===== src/rtl/serial_add_driver_if.sv =====
// Parallel operand/result handshake between a word-side client and serial_add_driver.
// The master issues operand pairs and consumes results; the slave is the driver.
interface serial_add_driver_if #(
  parameter int WIDTH = 8
);
  logic             in_valid;
  logic             in_ready;
  logic [WIDTH-1:0] op_a;
  logic [WIDTH-1:0] op_b;
  logic             out_valid;
  logic             out_ready;
  logic [WIDTH-1:0] result;
  logic             cout;

  modport master (
    output in_valid, op_a, op_b, out_ready,
    input  in_ready, out_valid, result, cout
  );

  modport slave (
    input  in_valid, op_a, op_b, out_ready,
    output in_ready, out_valid, result, cout
  );
endinterface


===== src/rtl/serial_add_driver.sv =====
// Word-side end of the bit-serial adder link: streams operands LSB-first into the
// serial adder and reassembles the returned sum stream into a parallel result.
module serial_add_driver #(
  parameter int WIDTH = 8
) (
  input  logic                clk,
  input  logic                rst,
  serial_add_driver_if.slave  bus,
  output logic                ser_a,
  output logic                ser_b,
  output logic                ser_clr,
  input  logic                ser_sum,
  input  logic                ser_carry
);
  localparam int CNT_W = $clog2(WIDTH + 2);

  typedef enum logic [1:0] {IDLE, SHIFT, DONE} state_t;

  state_t             state_q, state_d;
  logic [CNT_W-1:0]   cnt_q, cnt_d;
  logic [WIDTH-1:0]   sh_a_q, sh_a_d;
  logic [WIDTH-1:0]   sh_b_q, sh_b_d;
  logic               ser_a_q, ser_a_d;
  logic               ser_b_q, ser_b_d;
  logic               ser_clr_q, ser_clr_d;
  logic               out_valid_q, out_valid_d;
  logic [WIDTH-1:0]   result_q, result_d;
  logic               cout_q, cout_d;

  always_comb begin
    state_d     = state_q;
    cnt_d       = cnt_q;
    sh_a_d      = sh_a_q;
    sh_b_d      = sh_b_q;
    ser_a_d     = ser_a_q;
    ser_b_d     = ser_b_q;
    ser_clr_d   = ser_clr_q;
    out_valid_d = out_valid_q;
    result_d    = result_q;
    cout_d      = cout_q;
    unique case (state_q)
      IDLE: begin
        ser_clr_d = 1'b1;
        ser_a_d   = 1'b0;
        ser_b_d   = 1'b0;
        if (bus.in_valid) begin
          sh_a_d    = bus.op_a;
          sh_b_d    = bus.op_b;
          ser_a_d   = bus.op_a[0];
          ser_b_d   = bus.op_b[0];
          ser_clr_d = 1'b0;
          cnt_d     = '0;
          state_d   = SHIFT;
        end
      end
      SHIFT: begin
        cnt_d   = cnt_q + CNT_W'(1);
        // Zeros shift in from the top, so edges past the MSB drive 0 automatically.
        sh_a_d  = sh_a_q >> 1;
        sh_b_d  = sh_b_q >> 1;
        ser_a_d = sh_a_q[1];
        ser_b_d = sh_b_q[1];
        // Adder output lags the driven bit by two edges: first valid sum at cnt=1.
        if (cnt_q != '0) begin
          result_d = {ser_sum, result_q[WIDTH-1:1]};
        end
        if (cnt_q == CNT_W'(WIDTH)) begin
          cout_d      = ser_carry;
          out_valid_d = 1'b1;
          ser_clr_d   = 1'b1;
          ser_a_d     = 1'b0;
          ser_b_d     = 1'b0;
          state_d     = DONE;
        end
      end
      DONE: begin
        if (bus.out_ready) begin
          out_valid_d = 1'b0;
          state_d     = IDLE;
        end
      end
      default: state_d = IDLE;
    endcase
  end

  always_ff @(posedge clk) begin
    sh_a_q <= sh_a_d;
    sh_b_q <= sh_b_d;
    if (rst) begin
      state_q     <= IDLE;
      cnt_q       <= '0;
      ser_a_q     <= 1'b0;
      ser_b_q     <= 1'b0;
      ser_clr_q   <= 1'b1;
      out_valid_q <= 1'b0;
      result_q    <= '0;
      cout_q      <= 1'b0;
    end else begin
      state_q     <= state_d;
      cnt_q       <= cnt_d;
      ser_a_q     <= ser_a_d;
      ser_b_q     <= ser_b_d;
      ser_clr_q   <= ser_clr_d;
      out_valid_q <= out_valid_d;
      result_q    <= result_d;
      cout_q      <= cout_d;
    end
  end

  assign bus.in_ready  = (state_q == IDLE);
  assign bus.out_valid = out_valid_q;
  assign bus.result    = result_q;
  assign bus.cout      = cout_q;
  assign ser_a         = ser_a_q;
  assign ser_b         = ser_b_q;
  assign ser_clr       = ser_clr_q;
endmodule


===== src/flat_wrapper.sv =====
// flat-port wrapper written by rule: the top's interface ports become plain ports
module serial_add_driver_flat 
#(
  parameter int WIDTH = 8
)
  (clk, rst, ser_a, ser_b, ser_clr, ser_sum, ser_carry, bus_in_valid, bus_op_a, bus_op_b, bus_out_ready, bus_in_ready, bus_out_valid, bus_result, bus_cout);
  serial_add_driver_if #(.WIDTH(WIDTH)) bus_i ();
  input  logic clk;
  input  logic rst;
  output logic ser_a;
  output logic ser_b;
  output logic ser_clr;
  input  logic ser_sum;
  input  logic ser_carry;
  input wire logic [$bits(bus_i.in_valid)-1:0] bus_in_valid;
  input wire logic [$bits(bus_i.op_a)-1:0] bus_op_a;
  input wire logic [$bits(bus_i.op_b)-1:0] bus_op_b;
  input wire logic [$bits(bus_i.out_ready)-1:0] bus_out_ready;
  output wire logic [$bits(bus_i.in_ready)-1:0] bus_in_ready;
  output wire logic [$bits(bus_i.out_valid)-1:0] bus_out_valid;
  output wire logic [$bits(bus_i.result)-1:0] bus_result;
  output wire logic [$bits(bus_i.cout)-1:0] bus_cout;
  assign bus_i.in_valid = bus_in_valid;
  assign bus_i.op_a = bus_op_a;
  assign bus_i.op_b = bus_op_b;
  assign bus_i.out_ready = bus_out_ready;
  assign bus_in_ready = bus_i.in_ready;
  assign bus_out_valid = bus_i.out_valid;
  assign bus_result = bus_i.result;
  assign bus_cout = bus_i.cout;
  serial_add_driver #(.WIDTH(WIDTH)) u_core (.clk(clk), .rst(rst), .bus(bus_i), .ser_a(ser_a), .ser_b(ser_b), .ser_clr(ser_clr), .ser_sum(ser_sum), .ser_carry(ser_carry));
endmodule

===== config.mk =====
export PLATFORM = sky130hd
export DESIGN_NAME = serial_add_driver_flat
export DESIGN_NICKNAME = d
export VERILOG_FILES = /design/src/rtl/serial_add_driver_if.sv /design/src/rtl/serial_add_driver.sv /design/src/flat_wrapper.sv
export SDC_FILE = /design/constraint.sdc
export NUM_CORES = 1
export LEC_CHECK = 0
export CORE_ASPECT_RATIO = 1.2
export CORE_MARGIN = 3
export CORE_UTILIZATION = 43
export DETAILED_ROUTE_END_ITERATION = 10
export PLACE_DENSITY = 0.74
export SYNTH_ARGS = -nofsm -noshare
export SYNTH_HDL_FRONTEND = slang
export SYNTH_SLANG_ARGS = --single-unit

===== constraint.sdc =====
create_clock -name clk -period 1.25 [get_ports clk]
set_input_delay 0.25 -clock clk [delete_from_list [all_inputs] [get_ports clk]]
set_output_delay 0.25 -clock clk [all_outputs]
set_load 0.005 [all_outputs]

======== Yosys cells after proc, flatten, opt, wreduce, memory -nomap -nowiden ========
Index checks and enable logic that the tools add are counted.
cells by class
  bitwise gates (word level) .............. 0
  $mul .................................... 0
  equality and inequality tests ........... 6
  shift operators ......................... 0
  $lt $le $gt $ge ......................... 0
  $add $sub $neg .......................... 1
  div/mod/pow operators ................... 0
  muxes and demuxes ....................... 21
  reduce and logical (&&, ||, !) cells .... 10
operators by type and width
  kind                   count
  $pmux W8 S2            2
  $mux W8                2
  $pmux W1 S2            4
  $pmux W4 S2            1
  $reduce_and A2 Y1      4
  $mux W1                7
  $mux W2                3
  $pmux W2 S3            1
  $reduce_and A3 Y1      2
  $add A4 B1 Y4 const B  1
  $eq A4 B4 Y1 const B   1
  $mux W4                1
  $ne A2 B2 Y1 const B   2
  $reduce_bool A2 Y1     2
  $reduce_bool A4 Y1     1
  $eq A2 B1 Y1 const B   1
  $eq A2 B2 Y1 const B   1
  $logic_not A2 Y1       1
  $ne A2 B1 Y1 const B   1
storage, ports and cells
  bits in writable memories ............... 0
  logic and storage cells ................. 48
  register bits ........................... 35
  bits in latches ......................... 0
  memory bits (read-only) ................. 0
  memories ................................ 0

======== Depth between registers and ports, before layout ========
  depth in word-level cells ............... 3
  mapped depth ............................ 6
  gate-level depth less buffers ........... 5

======== Worst setup path before layout ========
OpenSTA, ideal clock, no wires.
  path type ............................... flip-flop to flip-flop
  from .................................... register u_core.state_q[1]
  to ...................................... register u_core.sh_a_q[1], enable pin
  stages on the path, launching flop included .. 4
  buffers on the path ..................... 1
  setup slack ............................. -0.057 ns
  data arrival time ....................... 0.950 ns
  setup time .............................. 0.357 ns
  required time ........................... 0.893 ns
  cell sequence ........................... dfxtp_1 buf_6 o21bai_2 inv_1
between the ends
  cells in the longest elaborated chain, start to end .. 3
  elaborated cells on any way between the ends .. 5
  those cells by class .................... eq/ne: 2; reduce/logical: 3
ends and longest elaborated chain
  what                                                          RTL line                 RTL
  start: declaration                                            serial_add_driver.sv:19  state_t state_q, state_d;
  start signal: assignment                                      serial_add_driver.sv:99  state_q <= state_d;
  $eq A2 B1 Y1 or $logic_not A2 Y1 (tied branches)              serial_add_driver.sv:41  unique case (state_q)
  $reduce_bool A2 Y1 (no line) or $ne A2 B2 Y1 (tied branches)  -
  $reduce_and A2 Y1 (no line) (*)                               -
  end signal: assignment                                        serial_add_driver.sv:87  sh_a_q <= sh_a_d;
  end: declaration                                              serial_add_driver.sv:21  logic [WIDTH-1:0] sh_a_q, sh_a_d;
Every way passes the cells marked *; elsewhere a longest branch is shown, timed or not.
A chain may end at the register's enable or synchronous reset.

======== Final worst setup path ========
  from .................................... register u_core.cnt_q[1]
  to ...................................... register u_core.ser_a_q, in the netlist u_core.ser_a
between the ends
  cells in the longest elaborated chain, start to end .. 3
ends and longest elaborated chain
  what                      RTL line                  RTL
  start: declaration        serial_add_driver.sv:20   logic [CNT_W-1:0] cnt_q, cnt_d;
  start signal: assignment  serial_add_driver.sv:100  cnt_q <= cnt_d;
  $eq A4 B4 Y1              serial_add_driver.sv:67   if (cnt_q == CNT_W'(WIDTH)) begin
  $mux W1                   serial_add_driver.sv:67
  $pmux W1 S2               serial_add_driver.sv:41
  end signal: assignment    serial_add_driver.sv:101  ser_a_q <= ser_a_d;
  end: declaration          serial_add_driver.sv:23   logic ser_a_q, ser_a_d;
No other way between the ends.

==> impl_metrics.tcl <==
set metrics [dict create \
    reg2reg_depth 6 \
    slew_headroom 0.787 \
    ys_seq_area_frac 0.542 \
    endpoint_kind "flop" \
    drive_gt1_frac 0.314 \
    drt-total-wl_um 3050 \
    start_util 0.467 \
    worstHoldEndpoint "u_core.bus.cout" \
    grtUsageTotal 0.161 \
    clk_latency_ns 0.33 \
    outcome "finished clean" \
    grt_antenna_before_repair 0 \
    cts_sinks 33 \
    power_leakage_nw 0.941 \
    die_w_um 59.5 \
    grt_pass1_vias 1238 \
    first_iter_violations 32 \
    cpLargestDelayFamily "flip-flops" \
    grt_pass1_wl_um 5180 \
    synth_nets 168 \
    path_cells "inv_2 -> ha_4 -> nand3b_1 -> buf_4 -> nand3_2 -> a221oi_2" \
    first_pass_iters 4 \
    netlist_area_um2 1480 \
    arrival_ns 1.46 \
    ys_top_cells_by_area "edfxtp_1, dfxtp_1, nand2_1" \
    areaGrowthSynthToFinish_pct 43.4 \
    area.sequential_um2 826 \
    reg2reg_to "u_core.ser_a" \
    grt_overflow 0 \
    hold_class "primary input to flop" \
    final_common_cell "nand2_1" \
    wire_per_inst_um 12.7 \
    vias_per_cell 5.08 \
    htreeDepth 2 \
    fmax_mhz 823 \
    core_area_um2 3170 \
    timing_hold_violations_final 0 \
    clock_path_buffers 2 \
    stdcell_count 240 \
    clock-root-buffer "clkbuf_4" \
    min-delay-start "ser_carry" \
    fin_skew_ns 0.00702 \
    tritoncts "built" \
    slowest_stage "dfxtp_2" \
    syn_area_per_cell_um2 10.3 \
    n_antenna_cell 0 \
    cp_max_fo 3 \
    ys_types 32 \
    rsz0062_at_grt "yes" \
    crit_path_start "u_core.cnt_q[1]" \
    rows 22 \
    multi_input_area_um2 629 \
    setup_violations 0 \
    cp.depth 6 \
    die_area_um2 4180 \
    grt_start_max_net_pins 15 \
    final_cell_area_um2 2120 \
    period_needed_ns 1.22 \
    required_ns 1.49 \
    peakVddDrop_mv 0.808 \
    placed_area_um2 1980 \
    dpl.hpwl_um 2280 \
    final_cell_mix "nand2_1, clkdlybuf4s50_1, buf_4" \
    report.final.slew_viol_count 0 \
    min_path_cells 3 \
    cts_buffers 5 \
    pin_count 36 \
    yosys.area.top_type_share 0.285 \
    worst_pin_slew_ns 0.319 \
    worstSetupStartpointType "flop" \
    dp.cells 225 \
    netlist_instances 144 \
    gp_congestion 0.786 \
    cp_num_buf_inv 2 \
    synth-seq-cells 33 \
    yosys_warnings 0 \
    reg2reg_slack_ns 0.03 \
    fillerInstances 269 \
    drc 0 \
    worstReg2RegStart "u_core.cnt_q[1]" \
    fin_crit_sh 0.972 \
    ant_nets 0 \
    yosysTopAreaCell "edfxtp_1" \
    cap_violations 0 \
    critPathKind "flop to flop" \
    num_vias 1220 \
    die_height_um 70.2 \
    holdWs_ns 0.469 \
    crit_path_max_incr_delay_ns 0.35 \
    io_buffers 35 \
    clkTransAtPathRegs_ns 0.10 \
    power_density_nw_per_um2 995 \
    fin_nets 227 \
]
[metal layers]
metal | track usage | share of wire | vias up
met5 | 0 | 0 | -
met4 | 0.0443 | 0.011 | 0
met3 | 0.0536 | 0.084 | 5
met2 | 0.277 | 0.53 | 46
met1 | 0.186 | 0.38 | 565
li1 | - | - | 604
[cells in the mapped netlist]
master and number:
a211o_1 1, a211oi_1 2, a21oi_1 6, a221oi_2 2, a22oi_1 1, a311oi_1 1, a31oi_1 1, and2_1 2
and3b_1 1, buf_4 1, buf_6 3, clkbuf_1 3, dfxtp_1 19, edfxtp_1 14, ha_1 2, inv_1 7
mux2i_1 9, nand2_1 39, nand2b_1 11, nand2b_4 1, nand3_1 3, nand3_2 2, nand3b_1 1, nor2_1 3
nor2b_1 1, nor2b_4 1, o21a_1 1, o21ai_0 1, o21ai_2 1, o21bai_2 1, o31ai_1 1, or3_1 2
[timing repair]
item                                    4_1_cts  5_1_grt
endpoints found under the setup margin       20       16
endpoints found under the hold margin         0        0
hold buffers                                  0        0
cloned                                        0        0
gates resized for setup                      37        7
pin swaps                                     2        6
buffers inserted                              6        1
[area by class of cell]
cell class | instances | area share
clock buffer | 6 | 0.0195
timing repair buffer | 59 | 0.254
tap | 36 | 0.0213
clock inverter | 2 | 0.00472
multi-input combinational | 97 | 0.297
inverter | 7 | 0.0142
sequential | 33 | 0.390
[cells by family after synthesis]
family / Yosys count / synth area share
buffers and inverters: 14 / 0.0533
DFF: 33 / 0.542
and+or+nand+nor: 67 / 0.228
AOI/OAI and AO/OA: 19 / 0.0991
adders and majority gates: 2 / 0.0169
muxes: 9 / 0.0610
[stage by stage]
step	power (mW)	setup WS, ns	util	TNS [ns]
after floorplan	1.39	0.00532	-	0
after global placement	1.54	-0.250	0.627	-3.63
after detailed placement	1.56	-0.290	0.627	-4.23
after CTS	2.14	0.00301	0.660	0
after global routing	2.23	-0.0658	0.670	-0.153
final	2.11	0.0344	0.670	0
[state kept, by name, summed over array words and instances, names as in the netlist]
name	cells
u_core.sh_a_q	7
u_core.bus.result	8
u_core.ser_b	1
u_core.state_q	2
u_core.bus.out_valid	1
u_core.ser_a	1
u_core.ser_clr	1
u_core.sh_b_q	7
u_core.cnt_q	4
u_core.bus.cout	1
[tightest hold or removal path: stages]
cell and delay (ns):
clkdlybuf4s50_1 0.40, nand3_1 0.06, a21oi_1 0.05
[report_power, final]
| group | total, mW | internal [mW] | switching, mW | leakage, nW |
|---|---|---|---|---|
| combinational | 0.330 | 0.190 | 0.140 | 0.604 |
| sequential | 1.22 | 1.20 | 0.0239 | 0.305 |
| clock | 0.560 | 0.214 | 0.346 | 0.0320 |
[how the worst max path moves through the flow]
stage / end
final: u_core.ser_a
after global routing: u_core.ser_a
after detailed placement: u_core.ser_clr
after CTS: u_core.ser_a
after floorplan: u_core.cnt_q[2]
after global placement: u_core.ser_clr
Power figures use the tool's default switching activity.
